## src/rtl/mod12_down_timer_if.sv

```systemverilog
// Control/status bundle for the mod-12 countdown timer.
//
// Control semantics: this block has no valid/ready handshake. Every control
// input (load, start, stop) is a level sampled on each rising clk edge, with
// priority load > stop > start; d is consumed only on an edge where load=1,
// and auto_reload only on a step taken while q==0. bout and done are
// single-cycle registered pulses that need no acknowledge.
interface mod12_down_timer_if;
    logic       load;
    logic [3:0] d;
    logic       start;
    logic       stop;
    logic       auto_reload;
    logic [3:0] q;
    logic       busy;
    logic       bout;
    logic       done;
    logic [1:0] state_dbg;

    // Driver side: owns the controls, observes count, status and FSM state.
    modport master (
        output load, d, start, stop, auto_reload,
        input  q, busy, bout, done, state_dbg
    );

    // Timer side.
    modport slave (
        input  load, d, start, stop, auto_reload,
        output q, busy, bout, done, state_dbg
    );
endinterface

```

## src/rtl/mod12_down_timer.sv

```systemverilog
// Mod-12 countdown timer: q steps 11..0 once every PRESCALE clocks while
// running. At zero it either finishes (done pulse) or, with auto_reload,
// wraps to 11 and emits a borrow pulse for a higher-order stage.
module mod12_down_timer #(
    parameter int unsigned PRESCALE = 4
) (
    input  logic               clk,
    input  logic               rst,
    mod12_down_timer_if.slave  bus
);

    typedef enum logic [1:0] {
        IDLE  = 2'd0,
        RUN   = 2'd1,
        PAUSE = 2'd2,
        DONE  = 2'd3
    } state_t;

    localparam logic [3:0] Q_MAX   = 4'd11;
    localparam logic [7:0] TICK_AT = 8'(PRESCALE - 1);

    state_t     state, state_nxt;
    logic [3:0] q_r, q_nxt;
    logic [7:0] pcnt, pcnt_nxt;
    logic       bout_r, bout_nxt;
    logic       done_r, done_nxt;
    logic       busy_r;
    logic       tick;
    logic [3:0] d_clamped;

    assign tick      = (pcnt == TICK_AT);
    assign d_clamped = (bus.d > Q_MAX) ? Q_MAX : bus.d;

    // Next-state, count and pulse logic; load > stop > start in every state.
    always_comb begin
        state_nxt = state;
        q_nxt     = q_r;
        pcnt_nxt  = pcnt;
        bout_nxt  = 1'b0;
        done_nxt  = 1'b0;

        if (bus.load) begin
            q_nxt     = d_clamped;
            pcnt_nxt  = 8'd0;
            state_nxt = IDLE;
        end else begin
            unique case (state)
                IDLE: begin
                    if (!bus.stop && bus.start) begin
                        state_nxt = RUN;
                        pcnt_nxt  = 8'd0;
                    end
                end
                RUN: begin
                    if (bus.stop) begin
                        // Freeze q and pcnt; a coincident tick is dropped.
                        state_nxt = PAUSE;
                    end else if (tick) begin
                        pcnt_nxt = 8'd0;
                        if (q_r != 4'd0) begin
                            q_nxt = q_r - 4'd1;
                        end else if (bus.auto_reload) begin
                            q_nxt    = Q_MAX;
                            bout_nxt = 1'b1;
                        end else begin
                            state_nxt = DONE;
                            done_nxt  = 1'b1;
                        end
                    end else begin
                        pcnt_nxt = pcnt + 8'd1;
                    end
                end
                PAUSE: begin
                    // pcnt is kept, so the partially elapsed step is honoured.
                    if (!bus.stop && bus.start) begin
                        state_nxt = RUN;
                    end
                end
                DONE: begin
                    if (bus.stop) begin
                        state_nxt = IDLE;
                    end else if (bus.start) begin
                        state_nxt = RUN;
                        q_nxt     = Q_MAX;
                        pcnt_nxt  = 8'd0;
                    end
                end
                default: state_nxt = IDLE;
            endcase
        end
    end

    // State, count, prescaler and registered status outputs.
    always_ff @(posedge clk or negedge rst) begin
        if (!rst) begin
            state  <= IDLE;
            q_r    <= 4'd0;
            pcnt   <= 8'd0;
            bout_r <= 1'b0;
            done_r <= 1'b0;
            busy_r <= 1'b0;
        end else begin
            state  <= state_nxt;
            q_r    <= q_nxt;
            pcnt   <= pcnt_nxt;
            bout_r <= bout_nxt;
            done_r <= done_nxt;
            busy_r <= (state_nxt == RUN);
        end
    end

    assign bus.q         = q_r;
    assign bus.busy      = busy_r;
    assign bus.bout      = bout_r;
    assign bus.done      = done_r;
    assign bus.state_dbg = state;

endmodule

```

## src/flat_wrapper.sv

```systemverilog
// flat-port wrapper written by rule: the top's interface ports become plain ports
module mod12_down_timer_flat 
#(
    parameter int unsigned PRESCALE = 4
)
  (clk, rst, bus_load, bus_d, bus_start, bus_stop, bus_auto_reload, bus_q, bus_busy, bus_bout, bus_done, bus_state_dbg);
  mod12_down_timer_if bus_i ();
  input  logic clk;
  input  logic rst;
  input wire logic [$bits(bus_i.load)-1:0] bus_load;
  input wire logic [$bits(bus_i.d)-1:0] bus_d;
  input wire logic [$bits(bus_i.start)-1:0] bus_start;
  input wire logic [$bits(bus_i.stop)-1:0] bus_stop;
  input wire logic [$bits(bus_i.auto_reload)-1:0] bus_auto_reload;
  output wire logic [$bits(bus_i.q)-1:0] bus_q;
  output wire logic [$bits(bus_i.busy)-1:0] bus_busy;
  output wire logic [$bits(bus_i.bout)-1:0] bus_bout;
  output wire logic [$bits(bus_i.done)-1:0] bus_done;
  output wire logic [$bits(bus_i.state_dbg)-1:0] bus_state_dbg;
  assign bus_i.load = bus_load;
  assign bus_i.d = bus_d;
  assign bus_i.start = bus_start;
  assign bus_i.stop = bus_stop;
  assign bus_i.auto_reload = bus_auto_reload;
  assign bus_q = bus_i.q;
  assign bus_busy = bus_i.busy;
  assign bus_bout = bus_i.bout;
  assign bus_done = bus_i.done;
  assign bus_state_dbg = bus_i.state_dbg;
  mod12_down_timer #(.PRESCALE(PRESCALE)) u_core (.clk(clk), .rst(rst), .bus(bus_i));
endmodule
```

## config.mk

```make
export PLATFORM = sky130hd
export DESIGN_NAME = mod12_down_timer_flat
export DESIGN_NICKNAME = d
export VERILOG_FILES = /design/src/rtl/mod12_down_timer_if.sv /design/src/rtl/mod12_down_timer.sv /design/src/flat_wrapper.sv
export SDC_FILE = /design/constraint.sdc
export NUM_CORES = 1
export LEC_CHECK = 0
export ABC_AREA = 0
export BUFFER_PORTS_ARGS = -buffer_cell sky130_fd_sc_hd__buf_2
export CAP_MARGIN = 5
export CELL_PAD_IN_SITES_DETAIL_PLACEMENT = 1
export CELL_PAD_IN_SITES_GLOBAL_PLACEMENT = 1
export CORE_MARGIN = 10
export CORE_UTILIZATION = 44
export DETAILED_ROUTE_END_ITERATION = 7
export PLACE_DENSITY_LB_ADDON = 0.1
export SLEW_MARGIN = 20
export SYNTH_ARGS = -nofsm -noshare
export SYNTH_HDL_FRONTEND = slang
export SYNTH_SLANG_ARGS = --single-unit
```

## constraint.sdc

```tcl
create_clock -name clk -period 3.4 [get_ports clk]
set_input_delay 0.17 -clock clk [delete_from_list [all_inputs] [get_ports clk]]
set_output_delay 0.17 -clock clk [all_outputs]
set_load 0.02 [all_outputs]
```

==> results of run 1 <==
==> worst max-delay path, cell delays in order, from the launching register on <==
cell     delay [ns]
dfrtp_1        0.45
inv_1          0.12
ha_1           0.28
o21ai_1        0.10
a21oi_2        0.37
or2_1          0.30
nor3_1         0.11
a21o_1         0.17
==> routing by layer <==
metal  share of wire (%)  vias up  wire (microns)  track usage, %
met5                   0        -               0               0
met2                  48       16            1310            17.9
met1                  45      430            1230            14.0
met4                 1.9        0              53            5.10
li1                    -      452               -               -
met3                 4.7        7             127            3.85
==> cell type report <==
| cell class | count | area (sq um) |
|---|---|---|
| clock buffers | 3 | 22.5 |
| fillers | 273 | 1030 |
| flip-flops and latches | 17 | 425 |
| inverters | 7 | 26.3 |
| repair buffers | 19 | 100 |
| well taps | 28 | 35.0 |
| multi-input cells | 91 | 607 |
| clock inverters | 1 | 5.00 |
==> Yosys cell counts, drive strengths merged <==
| cell type | number | area (sq um) |
|---|---|---|
| nor4 | 4 | 31.3 |
| nor4b | 1 | 15.0 |
| o21ai | 7 | 35.0 |
| o22a | 1 | 8.76 |
| and2 | 1 | 6.26 |
| nor3b | 3 | 22.5 |
| o31ai | 1 | 7.51 |
| ha | 7 | 87.6 |
| nand3 | 3 | 15.0 |
| o22ai | 1 | 6.26 |
| nand2b | 5 | 31.3 |
| a21oi | 4 | 23.8 |
| xnor2 | 6 | 52.6 |
| o21a | 1 | 7.51 |
| a32o | 1 | 11.3 |
| buf | 1 | 5.00 |
| nor2b | 3 | 21.3 |
| a21o | 1 | 7.51 |
| dfrtp | 17 | 425 |
| nor2 | 15 | 56.3 |
| or2 | 2 | 12.5 |
| a31o | 1 | 8.76 |
| a31oi | 2 | 12.5 |
| nand4 | 2 | 12.5 |
| or3b | 1 | 8.76 |
| or3 | 2 | 17.5 |
| nor3 | 6 | 30.0 |
| nand2 | 9 | 33.8 |
| nand4b | 1 | 23.8 |
| inv | 7 | 26.3 |
==> power by group <==
part           switching [uW]  internal (uW)  total [uW]
logic                     101           59.9         161
registers                23.5            221         244
clock network            64.0           43.9         108
==> cells by family (layout without fill, tap and decap cells) <==
logic type / count (synthesis) / count (layout) / share of synthesized area (%)
compound gates: 20 / 20 / 12.1
xor+xnor: 6 / 6 / 4.94
fa+ha+maj: 7 / 7 / 8.23
buf+inv: 8 / 30 / 2.94
flops: 17 / 17 / 40.0
simple gates: 58 / 58 / 31.8
==> per-stage QoR <==
step	instance area [sq um]	total power (uW)	util [%]	hold WS (ns)	worst slack, ns
global route	1220	550	54.2	0.0935	1.21
global placement	1180	400	52.5	0.0970	1.48
detailed placement	1180	408	52.5	0.105	1.44
CTS	1220	519	54.2	0.0857	1.40
floorplan	1060	350	-	-0.126	1.49
finish	1220	514	54.2	0.0930	1.40
==> sequential cells by signal, summed over array words and instances, names as in the netlist <==
| signal | count |
|---|---|
| u_core.bus.bout | 1 |
| u_core.bus.busy | 1 |
| u_core.bus.done | 1 |
| u_core.bus.q | 4 |
| u_core.bus.state_dbg | 2 |
| u_core.pcnt | 8 |
==> how the worst min path moves through the flow <==
stage / from / to / slack (ns) / cells past startpoint
floorplan: rst / u_core.bus.bout$_DFF_PN0_ / -0.13 / 0
global placement: rst / u_core.bus.done$_DFF_PN0_ / 0.1 / 1
detailed placement: rst / u_core.bus.state_dbg[0]$_DFF_PN0_ / 0.11 / 1
CTS: bus_auto_reload / u_core.bus.done$_DFF_PN0_ / 0.09 / 2
global route: bus_auto_reload / u_core.bus.done$_DFF_PN0_ / 0.09 / 2
finish: bus_auto_reload / u_core.bus.done$_DFF_PN0_ / 0.09 / 2
==> metrics, run 1 <==
height of the die=69.2 microns; CP required=3.60 ns; cells on worst reg2reg path=7; max-slew violations=0; CTS Buf Count=3; Final Cycle Share=58.7%; Root Buffer=clkbuf_4; Synth Register Bits=17; CTS resizes=0; first-pass GRT wire length=4.60 mm; Routed Antenna Nets=0; max-cap viol count=0; Synth Cell Area=0.00106 sq mm; initial antenna violation count=0; most common cell after layout, fill and taps aside=buf_2; maximum VDD drop=0.000297 V; Tightest Hold Check Type=input pin to register; latest clock arrival within the worst-skew pair=0.30 ns; R2R Path Start=u_core.bus.state_dbg[1]$_DFF_PN0_; nets=156; CP Capture Type=register; DPL Wire Length=2.13 mm; final wirelength=2.72 mm; RSZ-0062 raised after global routing=no; FP Rows=17; Slew HR=71.5%; critical path data arrival time=2.19 ns; Leak Pwr=0.000559 uW; Core Area=0.00225 sq mm; warnings from Yosys=0; critical path launch point type=register; Port Buffers=18; clock buffer depth=2; final hold violation count=0; CTS Sinks=17; clk_skew=0.00160 ns; register-to-register setup slack=1.40 ns; reg-to-reg endpoint=u_core.pcnt[0]$_DFFE_PN0P_; ant diodes=0; vias in the first global route=929; Post-CTS Hold Fix Bufs=1; share of layout cells above drive strength 1=21.7%; Worst Setup EP=u_core.pcnt[0]$_DFFE_PN0P_; clock transition at the registers of the reported paths=0.09 ns; Vias=905; FMAX=0.501 GHz; area grow syn2layout=14.8%; total grt overflow=0; io pins=19; routability congestion estimate from global placement=0.819; maximum fanout along the worst path=8; htree depth=1; TNS Setup=0 ns; status=finished clean; syn_nets=133; placed insts=161; PD cells=421 mW/mm^2; sequential area share after synthesis=40.0%; Chip Width=69.2 microns; Setup Viol. Count Final=0; fin crit period=2.00 ns; post-synth cell types=35; Post-Syn Area per Cell=9.17 sq um; DRC errors left=0; largest net degree at the start of global routing=18; DRT Pass-1 Iters=4; Via density=5.45; clock tree from TritonCTS=yes; crit path kind=register to register; die area=0.00478 sq mm; most frequent cells in the layout=18 x buf_2, 17 x dfrtp_1, 15 x nor2_1; fin cells=166; per-cell routed wire length=16.4 microns; CP Launch Point=u_core.bus.state_dbg[1]$_DFF_PN0_; Syn Inst Count=116; Initial Util=47.2%; gr usage total=11.5%; post-CTS setup buffer count=0; Worst Max-Slew Pin Slew=0.427 ns; initial DRC count=81
No activity file was read; power rests on OpenSTA's default activity.
==> inputs of run 2 (changes only) <==
Settings changed: ABC_AREA 0 to 1, CORE_UTILIZATION 44 to 35.
Clock period 3.4 ns to 1.7 ns, I/O delays scaled along.
==> run 2 against run 1 <==
  * Clock power is 100% higher
  * Synthesized cell count is 61% higher
  * Cell area is 20% higher
  * Setup slack worse by 1.3 ns
  * Utilization is 11 points lower
  * Critical endpoint is now u_core.pcnt[3]$_DFFE_PN0P_
  * Total power is 120% higher
  * Critical path type unchanged
  * Maximum frequency is 28% higher
  * Highest routed layer unchanged
==> metrics, run 2 <==
status=finished clean; area grow syn2layout=17.5%; RSZ-0062 raised after global routing=no; CTS Sinks=17; maximum fanout along the worst path=12; Syn Inst Count=187; initial antenna violation count=0; synth cell count leaders=59 x nand2_1, 31 x nor2_1, 28 x inv_1; max-cap viol count=0; Leak Pwr=0.000798 uW; io pins=19; Root Buffer=clkbuf_4; critical path data arrival time=1.80 ns; gr usage total=11.4%; DRC errors left=0; share of layout cells above drive strength 1=19.3%; PD cells=771 mW/mm^2; Reg area=428 sq um; total power=1130 uW; DRT Pass-1 Iters=4; cell taking the most area after synthesis=dfrtp_1; Synth Cell Area=0.00124 sq mm; post-synth cell types=24; Tightest Hold Check Type=input pin to register; Synth Flop Type=dfrtp_1; most frequent cells in the layout=56 x nand2_1, 31 x nor2_1, 27 x inv_1; ant diodes=0; clock transition at the registers of the reported paths=0.10 ns; DPL Wire Length=2.78 mm; Final Cycle Share=91.6%; final wirelength=3.35 mm; Synth Register Bits=17; vias in the first global route=1332; EDFF count, synth=0; routability congestion estimate from global placement=0.874; total grt overflow=0; first-pass GRT wire length=5.98 mm; critical path launch point type=register; per-cell routed wire length=13.0 microns; fill count=457; fin crit period=1.56 ns; Psw=449 uW; Core Area=0.00339 sq mm; most frequent cell after synthesis=nand2_1; FP Rows=21; FMAX=0.642 GHz; Multi-input gate area=709 sq um; Post-Syn Area per Cell=6.64 sq um; largest net degree at the start of global routing=18; TNS Setup=0 ns; Via density=4.80; Port Buffers=18; htree depth=1; syn_nets=204; Largest register FFs=8; Slew HR=73.5%; latest clock arrival within the worst-skew pair=0.29 ns; Sw Share=39.9%; Chip Width=79.6 microns; Comb power frac=36.9%; clock tree from TritonCTS=yes; CP required=1.94 ns; sequential area share after synthesis=34.2%; Vias=1238; height of the die=79.6 microns; CP Capture Type=register; Async SR Flop Fraction=100%; crit path kind=register to register; Routed Antenna Nets=0; post-synth top area share=34.2%; Clk pwr share=19.5%; warnings from Yosys=0; CTS Buf Count=3; clk_skew=0.00381 ns; maximum VDD drop=0.000485 V; initial DRC count=43; nets=230; Biggest register=u_core.pcnt; Flop pwr share=43.5%; die area=0.00633 sq mm; clock buffer depth=2; final hold violation count=0; most common cell after layout, fill and taps aside=nand2_1; Initial Util=36.7%; Internal Pwr Total=677 uW; max-slew violations=0; Setup Viol. Count Final=0; Worst Max-Slew Pin Slew=0.398 ns; Area contributors post-synth=dfrtp_1 34%, nand2_1 18%, nor2_1 9.4%
run 2: cell types whose count changed in the layout (fill, tap and decap cells not counted), sizes merged, moves of 3 or more:
| cell | delta |
|---|---|
| buf | +3 |
| inv | +24 |
| nand2 | +52 |
| nand2b | -5 |
| nand3 | +9 |
| nand4 | +4 |
| nor2 | +17 |
| nor2b | -3 |
| nor3 | -4 |
| nor3b | -3 |
| nor4 | -3 |
| xnor2 | -6 |
run 2: what timing repair did:
| item | 4_1_cts | 5_1_grt |
|---|---|---|
| pin swaps | 0 | 2 |
| buffers inserted | 0 | 2 |
| gates resized for setup | 1 | 9 |
| endpoints found under the setup margin | 1 | 14 |
| hold buffers | 1 | 0 |
| cloned | 0 | 0 |
| hold endpoints to repair | 17 | 0 |
run 2: path summary, 6_finish.rpt:
path                                                    from                                 to  slack [ns]  depth (start not counted)
setup / recovery           u_core.bus.state_dbg[0]$_DFF_PN0_         u_core.pcnt[3]$_DFFE_PN0P_        0.14                          7
hold / removal                               bus_auto_reload          u_core.bus.bout$_DFF_PN0_        0.08                          3
setup reg to reg           u_core.bus.state_dbg[0]$_DFF_PN0_         u_core.pcnt[3]$_DFFE_PN0P_        0.14                          7
hold reg to reg                  u_core.bus.q[0]$_DFFE_PN0P_        u_core.bus.q[0]$_DFFE_PN0P_        0.56                          2
max in group asynchronous                                rst  u_core.bus.state_dbg[1]$_DFF_PN0_        1.15                          2
min in group asynchronous                                rst         u_core.pcnt[4]$_DFFE_PN0P_        0.24                          2
run 2: stage by stage:
stage	instance area [sq um]	setup slack [ns]	util, %	hold WS, ns	cells
finish	1460	0.142	43.1	0.0806	258
floorplan	1240	0.0513	-	-0.211	187
global placement	1390	0.0207	40.9	0.0287	251
CTS	1430	0.0373	42.1	0.0625	256
detailed placement	1390	0.0170	40.9	0.0422	251
global route	1460	0.00766	43.1	0.0465	258
run 2: cell type report:
| class | instances | area share, % |
|---|---|---|
| clock buffer | 4 | 1.80 |
| inverter | 31 | 7.97 |
| multi-input combinational | 138 | 48.6 |
| sequential | 17 | 29.3 |
| tap | 46 | 3.94 |
| timing repair buffer | 22 | 8.40 |
run 2: logic make-up after synthesis:
kind of cell               after synthesis  share of synthesized area (%)
xor gates and xnor gates                 1                          0.705
DFF                                     17                           34.2
and+or+nand+nor                        115                           39.3
buffers and inverters                   32                           10.3
adders and majority gates                7                           7.05
AOI/OAI and AO/OA                       15                           8.46
run 2: critical path, stage by stage (launching register included):
cell and delay, ns:
dfrtp_2 0.45, ha_1 0.23, inv_2 0.10, nand2_2 0.09, o21ai_4 0.25, nand2_4 0.13
nand3b_1 0.19, nand2_1 0.06
run 2: per-layer routing:
metal  part of all wire (%)  routed length, microns  GRT usage (%)  up-vias
met4                   0.18                       6           1.08        0
met2                     48                    1600           19.3       15
met3                    3.7                     125           3.72        2
met5                      0                       0              0        -
met1                     48                    1620           14.2      591
li1                       -                       -              -      630
run 2: power groups by stage:
stage / Clock [uW] / Sequential, uW / Combinational, uW
2_1_floorplan: 0 / 533 / 232
3_3_place_gp: 0 / 498 / 390
3_5_place_dp: 0 / 500 / 408
4_1_cts: 233 / 492 / 413
5_1_grt: 259 / 502 / 476
6_report: 220 / 490 / 416
